## config.mk

```make
export PLATFORM = sky130hd
export DESIGN_NAME = sn74ls11_tester
export DESIGN_NICKNAME = d
export VERILOG_FILES = /design/src/rtl/sn74ls11_tester.sv
export SDC_FILE = /design/constraint.sdc
export NUM_CORES = 1
export LEC_CHECK = 0
export ABC_CLOCK_PERIOD_IN_PS = 4000
export CAP_MARGIN = 40
export CORE_MARGIN = 8
export CORE_UTILIZATION = 55
export CTS_BUF_LIST = sky130_fd_sc_hd__clkbuf_8
export DETAILED_ROUTE_END_ITERATION = 8
export HOLD_SLACK_MARGIN = 0.05
export PLACE_DENSITY = 0.82
export SYNTH_ARGS = -nofsm -noshare
export SYNTH_HDL_FRONTEND = slang
export SYNTH_SLANG_ARGS = --single-unit
```

## constraint.sdc

```tcl
create_clock -name clk -period 4 [get_ports clk]
set_clock_uncertainty 0.05 [all_clocks]
set_input_delay 0.4 -clock clk [delete_from_list [all_inputs] [get_ports clk]]
set_output_delay 0.4 -clock clk [all_outputs]
set_load 0.03 [all_outputs]
```

## src/rtl/sn74ls11_tester.sv

```systemverilog
// rtl/sn74ls11_tester.sv - self-running tester for a triple 3-input AND gate (SN74LS11 pin-out)
// Walks all eight patterns, settles, samples the Y outputs and accumulates a failure report.
module sn74ls11_tester #(
  parameter int SETTLE_CYCLES = 4,
  parameter int CNT_W         = 8
) (
  input  logic       clk,
  input  logic       rst,
  input  logic       start,
  output logic       out_1A,
  output logic       out_1B,
  output logic       out_1C,
  output logic       out_2A,
  output logic       out_2B,
  output logic       out_2C,
  output logic       out_3A,
  output logic       out_3B,
  output logic       out_3C,
  input  logic       in_1Y,
  input  logic       in_2Y,
  input  logic       in_3Y,
  output logic       busy,
  output logic       done,
  output logic       pass,
  output logic [4:0] err_count,
  output logic [7:0] fail_vec,
  output logic [2:0] first_fail
);

  typedef enum logic [1:0] {IDLE, SETTLE, CHECK, DONE} state_t;

  localparam logic [CNT_W-1:0] CNT_LOAD = CNT_W'(SETTLE_CYCLES - 1);

  state_t           state, state_nx;
  logic [2:0]       v, v_nx;
  logic [CNT_W-1:0] cnt, cnt_nx;
  logic [8:0]       drv, drv_nx;
  logic             busy_nx, done_nx, pass_nx;
  logic [4:0]       err_nx, err_sum;
  logic [7:0]       fail_vec_nx;
  logic [2:0]       first_fail_nx;
  logic [2:0]       mism;

  // Packed drive word: [8:6] gate 1, [5:3] gate 2, [2:0] gate 3, A in the MSB of each.
  function automatic logic [8:0] pattern(input logic [2:0] p);
    logic [2:0] p3;
    p3 = p + 3'd3;
    return {p, ~p, p3};
  endfunction

  // Expected Y in the same order as the read-back word {Y1, Y2, Y3}.
  function automatic logic [2:0] expected_y(input logic [2:0] p);
    logic [2:0] p3;
    logic [2:0] pn;
    p3 = p + 3'd3;
    pn = ~p;
    return {&p, &pn, &p3};
  endfunction

  assign mism    = {in_1Y, in_2Y, in_3Y} ^ expected_y(v);
  assign err_sum = err_count + 5'(mism[0]) + 5'(mism[1]) + 5'(mism[2]);

  always_comb begin
    state_nx      = state;
    v_nx          = v;
    cnt_nx        = cnt;
    drv_nx        = drv;
    busy_nx       = busy;
    done_nx       = done;
    pass_nx       = pass;
    err_nx        = err_count;
    fail_vec_nx   = fail_vec;
    first_fail_nx = first_fail;

    case (state)
      IDLE, DONE: begin
        if (start) begin
          err_nx        = '0;
          fail_vec_nx   = '0;
          first_fail_nx = '0;
          pass_nx       = 1'b0;
          done_nx       = 1'b0;
          v_nx          = 3'd0;
          drv_nx        = pattern(3'd0);
          cnt_nx        = CNT_LOAD;
          busy_nx       = 1'b1;
          state_nx      = SETTLE;
        end
      end
      SETTLE: begin
        if (cnt == '0) state_nx = CHECK;
        else           cnt_nx   = cnt - 1'b1;
      end
      CHECK: begin
        err_nx = err_sum;
        if (|mism) begin
          fail_vec_nx[v] = 1'b1;
          // Patterns are walked in ascending order, so the first hit is the lowest index.
          if (fail_vec == '0) first_fail_nx = v;
        end
        if (v != 3'd7) begin
          v_nx     = v + 3'd1;
          drv_nx   = pattern(v + 3'd1);
          cnt_nx   = CNT_LOAD;
          state_nx = SETTLE;
        end else begin
          busy_nx  = 1'b0;
          done_nx  = 1'b1;
          pass_nx  = (err_sum == '0);
          drv_nx   = '0;
          state_nx = DONE;
        end
      end
      default: state_nx = IDLE;
    endcase
  end

  always_ff @(posedge clk) begin
    if (rst) begin
      state      <= IDLE;
      v          <= '0;
      cnt        <= '0;
      drv        <= '0;
      busy       <= 1'b0;
      done       <= 1'b0;
      pass       <= 1'b0;
      err_count  <= '0;
      fail_vec   <= '0;
      first_fail <= '0;
    end else begin
      state      <= state_nx;
      v          <= v_nx;
      cnt        <= cnt_nx;
      drv        <= drv_nx;
      busy       <= busy_nx;
      done       <= done_nx;
      pass       <= pass_nx;
      err_count  <= err_nx;
      fail_vec   <= fail_vec_nx;
      first_fail <= first_fail_nx;
    end
  end

  assign {out_1A, out_1B, out_1C} = drv[8:6];
  assign {out_2A, out_2B, out_2C} = drv[5:3];
  assign {out_3A, out_3B, out_3C} = drv[2:0];

endmodule

```

Word-level counts from Yosys, hierarchy flattened
Index checks and enable logic that the tools add are counted.
W data, S select, Z words.
{"block": "word_totals", "word_cells": 84, "input_bits": 6, "register_bits": 41, "out_inout_bits": 28}
{"block": "classes", "mux": 32, "reduce_logical": 18, "magnitude_cmp": 2, "n_bitwise": 4, "n_eq_ne": 11, "addsub": 7}
{"cell": "$mux W8", "n": 5}
{"cell": "$pmux W8 S3", "n": 1}
{"cell": "$reduce_and A3 Y1", "n": 7}
{"cell": "$mux W9", "n": 2}
{"cell": "$pmux W9 S2", "n": 1}
{"cell": "$logic_not A8 Y1", "n": 2}
{"cell": "$pmux W8 S2", "n": 1}
{"cell": "$add A5 B1 Y5", "n": 3}
{"cell": "$ne A2 B2 Y1 const B", "n": 7}
{"cell": "$mux W3", "n": 4}
{"cell": "$pmux W3 S2", "n": 2}
{"cell": "$pmux W5 S2", "n": 1}
{"cell": "$or A8 B8 Y8", "n": 1}
{"cell": "$sub A8 B1 Y8 const B", "n": 1}
{"cell": "$add A3 B2 Y3 const B", "n": 2}
{"cell": "$mux W1", "n": 6}
{"cell": "$mux W2", "n": 3}
{"cell": "$not A3 Y3", "n": 2}
{"cell": "$pmux W1 S2", "n": 3}
{"cell": "$pmux W2 S3", "n": 1}
{"cell": "$logic_not A5 Y1", "n": 1}
{"cell": "$mux W5", "n": 1}
{"cell": "$eq A2 B2 Y1 const B", "n": 2}
{"cell": "$lt A3 B4 Y1 const B", "n": 1}
{"cell": "13 further kinds", "n": 14}

Longest topological paths before layout
Gate-level depths: netlist of the first run.
{"block": "depth", "ltp_word": 9, "depth_mapped": 12, "ltp_nobuf": 12}

Worst setup path before layout of the first run
OpenSTA, ideal clock, no wires.
{"block": "synth_path", "kind": "reg-to-reg", "start": "reg v[0]", "end": "reg pass", "n_path_buf": 0, "period_less_slack_ns": 2.990, "arrival_time_ns": 2.880, "stages_incl_launch_ff": 13, "setup_time_ns": 0.061, "required_time_ns": 3.889, "path_slack_ns": 1.010, "path_cell_list": "dfxtp_1 > inv_1 > ha_1 > ha_1 > xnor2_1 > fa_1 > inv_1 > ha_1 > fa_1 > nor2_1 > nand3_1 > a211oi_1 > a32o_1"}
{"block": "synth_between", "elab_chain_cells": 9, "word_cells_on_any_way": 15, "cone_classes": "add/sub: 4; eq/ne: 2; mux: 2; bitwise: 2; reduce/logical: 5"}
{"element": "from (decl)", "line_no": "35", "text": "logic [2:0] v, v_nx;"}
{"element": "from (signal assigned)", "line_no": "132", "text": "v <= v_nx;"}
{"element": "$add A3 B2 Y3", "line_no": "55", "text": "p3 = p + 3'd3;"}
{"element": "$reduce_and A3 Y1", "line_no": "57", "text": "return {&p, &pn, &p3};"}
{"element": "$xor A3 B3 Y3", "line_no": "60", "text": "assign mism = {in_1Y, in_2Y, in_3Y} ^ expected_y(v);"}
{"element": "$add A5 B1 Y5 (3 in series)", "line_no": "61", "text": "assign err_sum = err_count + 5'(mism[0]) + 5'(mism[1]) + 5'(mism[2]);"}
{"element": "$logic_not A5 Y1", "line_no": "109", "text": "pass_nx = (err_sum == '0);"}
{"element": "$mux W1", "line_no": "101", "text": "if (v != 3'd7) begin"}
{"element": "$pmux W1 S2", "line_no": "75", "text": "case (state)"}
{"element": "to (signal assigned)", "line_no": "137", "text": "pass <= pass_nx;"}
{"element": "to (decl)", "line_no": "24", "text": "output logic pass,"}
Parallel ways exist; a longest one is shown, timed or not. The select of a mux whose other input is x is not followed.
A chain may end at the register's enable or synchronous reset.

Final worst setup path of the first run
Same ends and word-level chain as after synthesis.

==> results of run 1 <==
[final cells by class]
type | count | area [µm²] | share of cell area, %
multi-input cells | 175 | 1150 | 45.4
inverters | 19 | 71.3 | 2.82
repair buffers | 35 | 357 | 14.1
clock buffers | 6 | 82.6 | 3.27
flip-flops and latches | 40 | 801 | 31.7
clock inverters | 2 | 10.0 | 0.396
well taps | 48 | 60.1 | 2.38
[cells in the mapped netlist]
cell      number  area [µm²]
a31oi_1        5        31.3
nor3_1         7        35.0
a22oi_1        5        37.5
o22ai_1        2        12.5
o21ai_1        1        5.00
nor4_1         5        31.3
o21ai_0        7        35.0
o41ai_4        1        27.5
mux2i_2        1        13.8
and3_1         1        6.26
buf_2          1        5.00
a41oi_1        1        8.76
or4_1          3        22.5
and2_1         2        12.5
nor2_1        23        86.3
nand4_1        3        18.8
nand2_1       17        63.8
nand3_1       11        55.1
a311oi_1       2        17.5
mux2_2         1        11.3
o221ai_1       3        26.3
or4_4          1        11.3
and4_1         2        17.5
nand3b_1       1        7.51
a31o_2         1        8.76
a32o_1         2        20.0
inv_1         19        71.3
clkbuf_1      10        37.5
buf_4          1        7.51
o21a_1         1        7.51
o31ai_1        3        22.5
a21oi_1       27         135
a211oi_1       2        15.0
xnor2_1        5        43.8
nand2b_1       7        43.8
mux2i_1        2        20.0
o211ai_1       1        7.51
or3_1          1        6.26
fa_1           2        40.0
or3_2          1        7.51
nor2b_1        2        12.5
dfxtp_1       40         801
ha_1          13         163
[kinds of logic (layout without fill, tap and decap cells)]
kind of cell	count (synthesis)	count (layout)	synth area share, %
compound gates	64	64	20.2
xor+xnor	5	5	2.12
simple gates	87	87	21.2
buf+inv	31	62	5.86
flops	40	40	38.7
fa+ha+maj	15	15	9.79
mux	4	4	2.18
[metal layers]
metal	up-vias	track usage, %	share of wire, %
li1	937	-	-
met1	874	18.2	47
met2	51	25.9	46
met3	10	5.07	5.4
met4	0	8.87	1.6
met5	-	0	0
[stage by stage]
step	hold WS [ps]	instance area, µm²
final	400	2530
after global routing	428	2530
after CTS	403	2530
after detailed placement	393	2440
after global placement	389	2410
after floorplan	399	2070
[critical path, cell delays in order, from the launching register on]
cell and delay, ps:
dfxtp_1 470, inv_1 150, ha_1 240, ha_1 190
xnor2_1 370, fa_1 480, inv_1 70, ha_1 180
fa_1 430, nor2_1 110, nand3_1 80, a211oi_1 260
a32o_1 150
[registers in the layout, indices dropped and copies added, names as in the netlist]
signal	cells
pass	1
err_count	5
state	2
fail_vec	8
cnt	8
done	1
first_fail	3
v	3
drv	8
busy	1
[power groups by stage]
stage	clock network [mW]	registers (mW)	logic [mW]
6_report	0.276	0.517	0.595
5_1_grt	0.296	0.527	0.656
4_1_cts	0.280	0.517	0.596
3_5_place_dp	0	0.526	0.591
3_3_place_gp	0	0.522	0.572
2_1_floorplan	0	0.566	0.395
[how the worst max path moves through the flow]
stage,slack [ps],end,cells after the start
3_3_place_gp,900,pass,12
6_report,710,pass,12
5_1_grt,500,pass,12
3_5_place_dp,790,pass,12
2_1_floorplan,1010,pass,12
4_1_cts,730,pass,12
==> impl_metrics.env, run 1 <==
export IMPL_final_common_cell="dfxtp_1"
export IMPL_antenna_found_initial=0
export IMPL_die_h_um=77.3
export IMPL_ys_types=43
export IMPL_initial_core_util_pct=57.0
export IMPL_io_buffers=33
export IMPL_worstPathArrival_ps=3480
export IMPL_fillers=296
export IMPL_drt_total_wl_um=4720
export IMPL_clkLatencyLatePin_ps=290
export IMPL_grt_ovfl_total=0
export IMPL_drt_iter0_drc=134
export IMPL_htree_levels=2
export IMPL_coreArea_mm2=0.00363
export IMPL_synth_seq_cells=40
export IMPL_reg2reg_from="v[0]"
export IMPL_clock_sinks=40
export IMPL_cts_root_buffer="clkbuf_8"
export IMPL_final_setup_viol_count=0
export IMPL_syn_num_nets=267
export IMPL_cts_tree="done"
export IMPL_drc=0
export IMPL_reg2reg_to="pass"
export IMPL_mostFrequentLayoutCells="40 x dfxtp_1, 33 x clkdlybuf4s50_1, 27 x a21oi_1"
export IMPL_hold_path_class="reg2reg"
export IMPL_p_per_area_mw_per_mm2=549
export IMPL_hp_start="done"
export IMPL_numCtsBuffers=5
export IMPL_fmax_ghz=0.304
export IMPL_syn_inst=246
export IMPL_yosysSeqAreaShare_pct=38.7
export IMPL_outcome="finished clean"
export IMPL_area_delta_synth_final_pct=22.2
export IMPL_p_leak_nw=0.924
export IMPL_drive_gt1_share_pct=5.78
export IMPL_slew_viol_final=0
export IMPL_r2r_cells=12
export IMPL_postCtsSetupRepairBufs=0
export IMPL_antenna_cells=0
export IMPL_yosysWarnings=0
export IMPL_route_detailed_wl_per_inst_um=14.5
export IMPL_cp_startpoint="v[0]"
export IMPL_min_to="done"
export IMPL_top_level_ports=34
export IMPL_drt_vias_per_instance=5.76
export IMPL_period_share_pct=82.2
export IMPL_relSlewSlack_pct=52.1
export IMPL_ctsResizeCount=0
export IMPL_regToRegSetupSlack_ps=710
export IMPL_fin_crit_ps=3290
export IMPL_post_route_util_pct=69.6
export IMPL_rows=22
export IMPL_dpl_cell_count=317
export IMPL_nets=297
export IMPL_whs_path_depth=2
export IMPL_postSynthAreaPerCell_um2=8.41
export IMPL_clk_pin_slew_worst_paths_ps=80
export IMPL_die_area_mm2=0.00598
export IMPL_finalHoldViolations=0
export IMPL_num_vias=1872
export IMPL_path_class="reg2reg"
export IMPL_cts_hold_buf=0
export IMPL_worstSetupStartpointType="register"
export IMPL_setup_tns_ps=0
export IMPL_cts_buffer_depth=2
export IMPL_path_max_fanout=7
export IMPL_grt_max_degree=22
export IMPL_worstPathRequired_ps=4190
export IMPL_p_total_mw=1.39
export IMPL_track_usage_pct=16.0
export IMPL_grt_pass1_wl_um=8140
export IMPL_layout_setup_ws_ps=711
export IMPL_pwr_share_comb_pct=42.9
export IMPL_maxCapViolations=0
export IMPL_p_sw_uw=553
export IMPL_fp_dieW_um=77.3
export IMPL_syn_area_mm2=0.00207
export IMPL_instances_no_fill=325
export IMPL_grt_pass1_vias=1904
export IMPL_p_seq_share_pct=37.3
export IMPL_place_congestion=0.902
export IMPL_p_int_uw=835
export IMPL_hpwl_um=3460
export IMPL_rsz0062_at_grt="no"
export IMPL_firstDrtPassIters=4
export IMPL_dp_slack_ps=794
export IMPL_pwr_share_clk_pct=19.9
export IMPL_tightest_slew_ps=718
export IMPL_max_vdd_ir_drop_uv=335
export IMPL_sw_frac_of_total_pct=39.8
export IMPL_cp_end_kind="register"
export IMPL_postRouteAntennaNets=0
Power figures use the tool's default switching activity.
==> run 2: changes to the inputs <==
ABC_CLOCK_PERIOD_IN_PS = 3000   (was 4000)
CORE_UTILIZATION = 50   (was 55)
PLACE_DENSITY = 0.79   (was 0.82)
clock period = 3 ns   (was 4 ns; I/O delays follow)
==> impl_metrics.env, run 2 (synthesis gave the netlist of run 1 again) <==
export IMPL_antenna_cells=0
export IMPL_clock_sinks=40
export IMPL_slowest_delay_ps=550
export IMPL_hold_path_class="reg2reg"
export IMPL_dp_slack_ps=-55.1
export IMPL_numCtsBuffers=5
export IMPL_top_level_ports=34
export IMPL_max_vdd_ir_drop_uv=352
export IMPL_nets=303
export IMPL_worstSetupStartpointType="register"
export IMPL_largestRegisters="cnt (8), drv (8), fail_vec (8)"
export IMPL_r2r_cells=12
export IMPL_final_setup_viol_count=0
export IMPL_slew_viol_final=0
export IMPL_cp_end_kind="register"
export IMPL_drt_vias_per_instance=5.74
export IMPL_hold_ws_ps=401
export IMPL_hpwl_um=3790
export IMPL_path_max_fanout=5
export IMPL_route_detailed_wl_per_inst_um=15.4
export IMPL_coreArea_mm2=0.00400
export IMPL_firstDrtPassIters=4
export IMPL_fin_crit_ps=2860
export IMPL_whs_path_depth=2
export IMPL_drt_total_wl_um=5130
export IMPL_path_class="reg2reg"
export IMPL_num_vias=1913
export IMPL_worstPathArrival_ps=2990
export IMPL_area_delta_synth_final_pct=25.5
export IMPL_die_area_mm2=0.00645
export IMPL_drive_gt1_share_pct=10.6
export IMPL_worstPathCellList="inv_1 -> ha_2 -> ha_1 -> xnor2_2 -> fa_1 -> inv_1 -> ha_1 -> fa_2 -> nor2_2 -> nand3_1 -> a211oi_2 -> a32o_1"
export IMPL_grt_pass1_vias=1940
export IMPL_clk_pin_slew_worst_paths_ps=80
export IMPL_place_congestion=0.877
export IMPL_cts_hold_buf=0
export IMPL_drc=0
export IMPL_antenna_found_initial=0
export IMPL_fillers=341
export IMPL_p_total_mw=1.88
export IMPL_outcome="finished clean"
export IMPL_postRouteAntennaNets=0
export IMPL_mostFrequentLayoutCells="38 x dfxtp_1, 33 x clkdlybuf4s50_1, 27 x a21oi_1"
export IMPL_grt_max_degree=22
export IMPL_rows=23
export IMPL_finalHoldViolations=0
export IMPL_period_share_pct=95.2
export IMPL_grt_ovfl_total=0
export IMPL_initial_core_util_pct=51.7
export IMPL_p_leak_nw=0.961
export IMPL_clkLatencyLatePin_ps=280
export IMPL_cts_buffer_depth=2
export IMPL_relSlewSlack_pct=51.7
export IMPL_fmax_ghz=0.350
export IMPL_cts_tree="done"
export IMPL_cts_root_buffer="clkbuf_8"
export IMPL_die_h_um=80.3
export IMPL_tightest_slew_ps=725
export IMPL_rsz0062_at_grt="no"
export IMPL_final_common_cell="dfxtp_1"
export IMPL_maxCapViolations=0
export IMPL_htree_levels=2
export IMPL_track_usage_pct=16.2
export IMPL_worstPathRequired_ps=3130
export IMPL_grt_pass1_wl_um=8510
export IMPL_p_per_area_mw_per_mm2=723
export IMPL_cp_slowest_cell="fa_2"
export IMPL_fp_dieW_um=80.3
export IMPL_layout_setup_ws_ps=143
export IMPL_io_buffers=33
export IMPL_drt_iter0_drc=100
==> run 2: cell types whose count changed in the layout (fill, tap and decap cells not counted), sizes merged <==
cell	before	now
buf	2	8
==> run 2: critical path, delay by kind of cell (launching register included) <==
kind,cells,cell delay (ps)
adders and majority gates,5,1680
DFF,1,370
AOI/OAI and AO/OA,2,230
xor gates and xnor gates,1,160
buffers and inverters,2,130
and+or+nand+nor,2,120
==> run 2: path summary, 6_finish.rpt <==
check / endpoint / slack (ps) / start
hold / removal: done / 400 / done
setup / recovery: pass / 140 / v[0]
hold reg to reg: done / 400 / done
setup reg to reg: pass / 140 / v[0]
==> run 2: area by class of cell <==
| class | count | area, µm² | share of cell area, % |
|---|---|---|---|
| Multi-Input combinational cell | 175 | 1170 | 45.2 |
| Clock inverter | 2 | 10.0 | 0.385 |
| Timing Repair Buffer | 41 | 390 | 15.0 |
| Sequential cell | 40 | 806 | 31.0 |
| Tap cell | 50 | 62.6 | 2.41 |
| Inverter | 19 | 71.3 | 2.75 |
| Clock buffer | 6 | 82.6 | 3.18 |
==> run 2: what timing repair did <==
item / 4_1_cts / 5_1_grt
resized for setup: 3 / 6
buffers inserted: 0 / 0
pin swaps: 0 / 3
setup endpoints to repair: 1 / 3
==> run 2: power breakdown <==
| part | switching, mW | total (mW) | internal, mW |
|---|---|---|---|
| clock | 0.183 | 0.366 | 0.184 |
| combinational | 0.501 | 0.820 | 0.319 |
| sequential | 0.0751 | 0.690 | 0.615 |
| total | 0.759 | 1.88 | 1.12 |
==> run 2: per-layer routing <==
layer | track usage [%] | wire (µm) | part of all wire, %
met5 | 0 | 0 | 0
met4 | 7.82 | 137 | 2.7
met3 | 4.24 | 298 | 5.8
met2 | 27.3 | 2400 | 47
met1 | 18.5 | 2290 | 45
==> run 2: through the flow <==
| step | area [µm²] | utilization, % | instances | setup TNS, ps |
|---|---|---|---|---|
| 6_report | 2600 | 64.9 | 333 | 0 |
| 4_1_cts | 2570 | 64.4 | 333 | 0 |
| 3_5_place_dp | 2470 | 61.8 | 325 | -55.1 |
| 3_3_place_gp | 2470 | 61.8 | 325 | 0 |
| 2_1_floorplan | 2070 | - | 246 | 0 |
| 5_1_grt | 2600 | 64.9 | 333 | 0 |
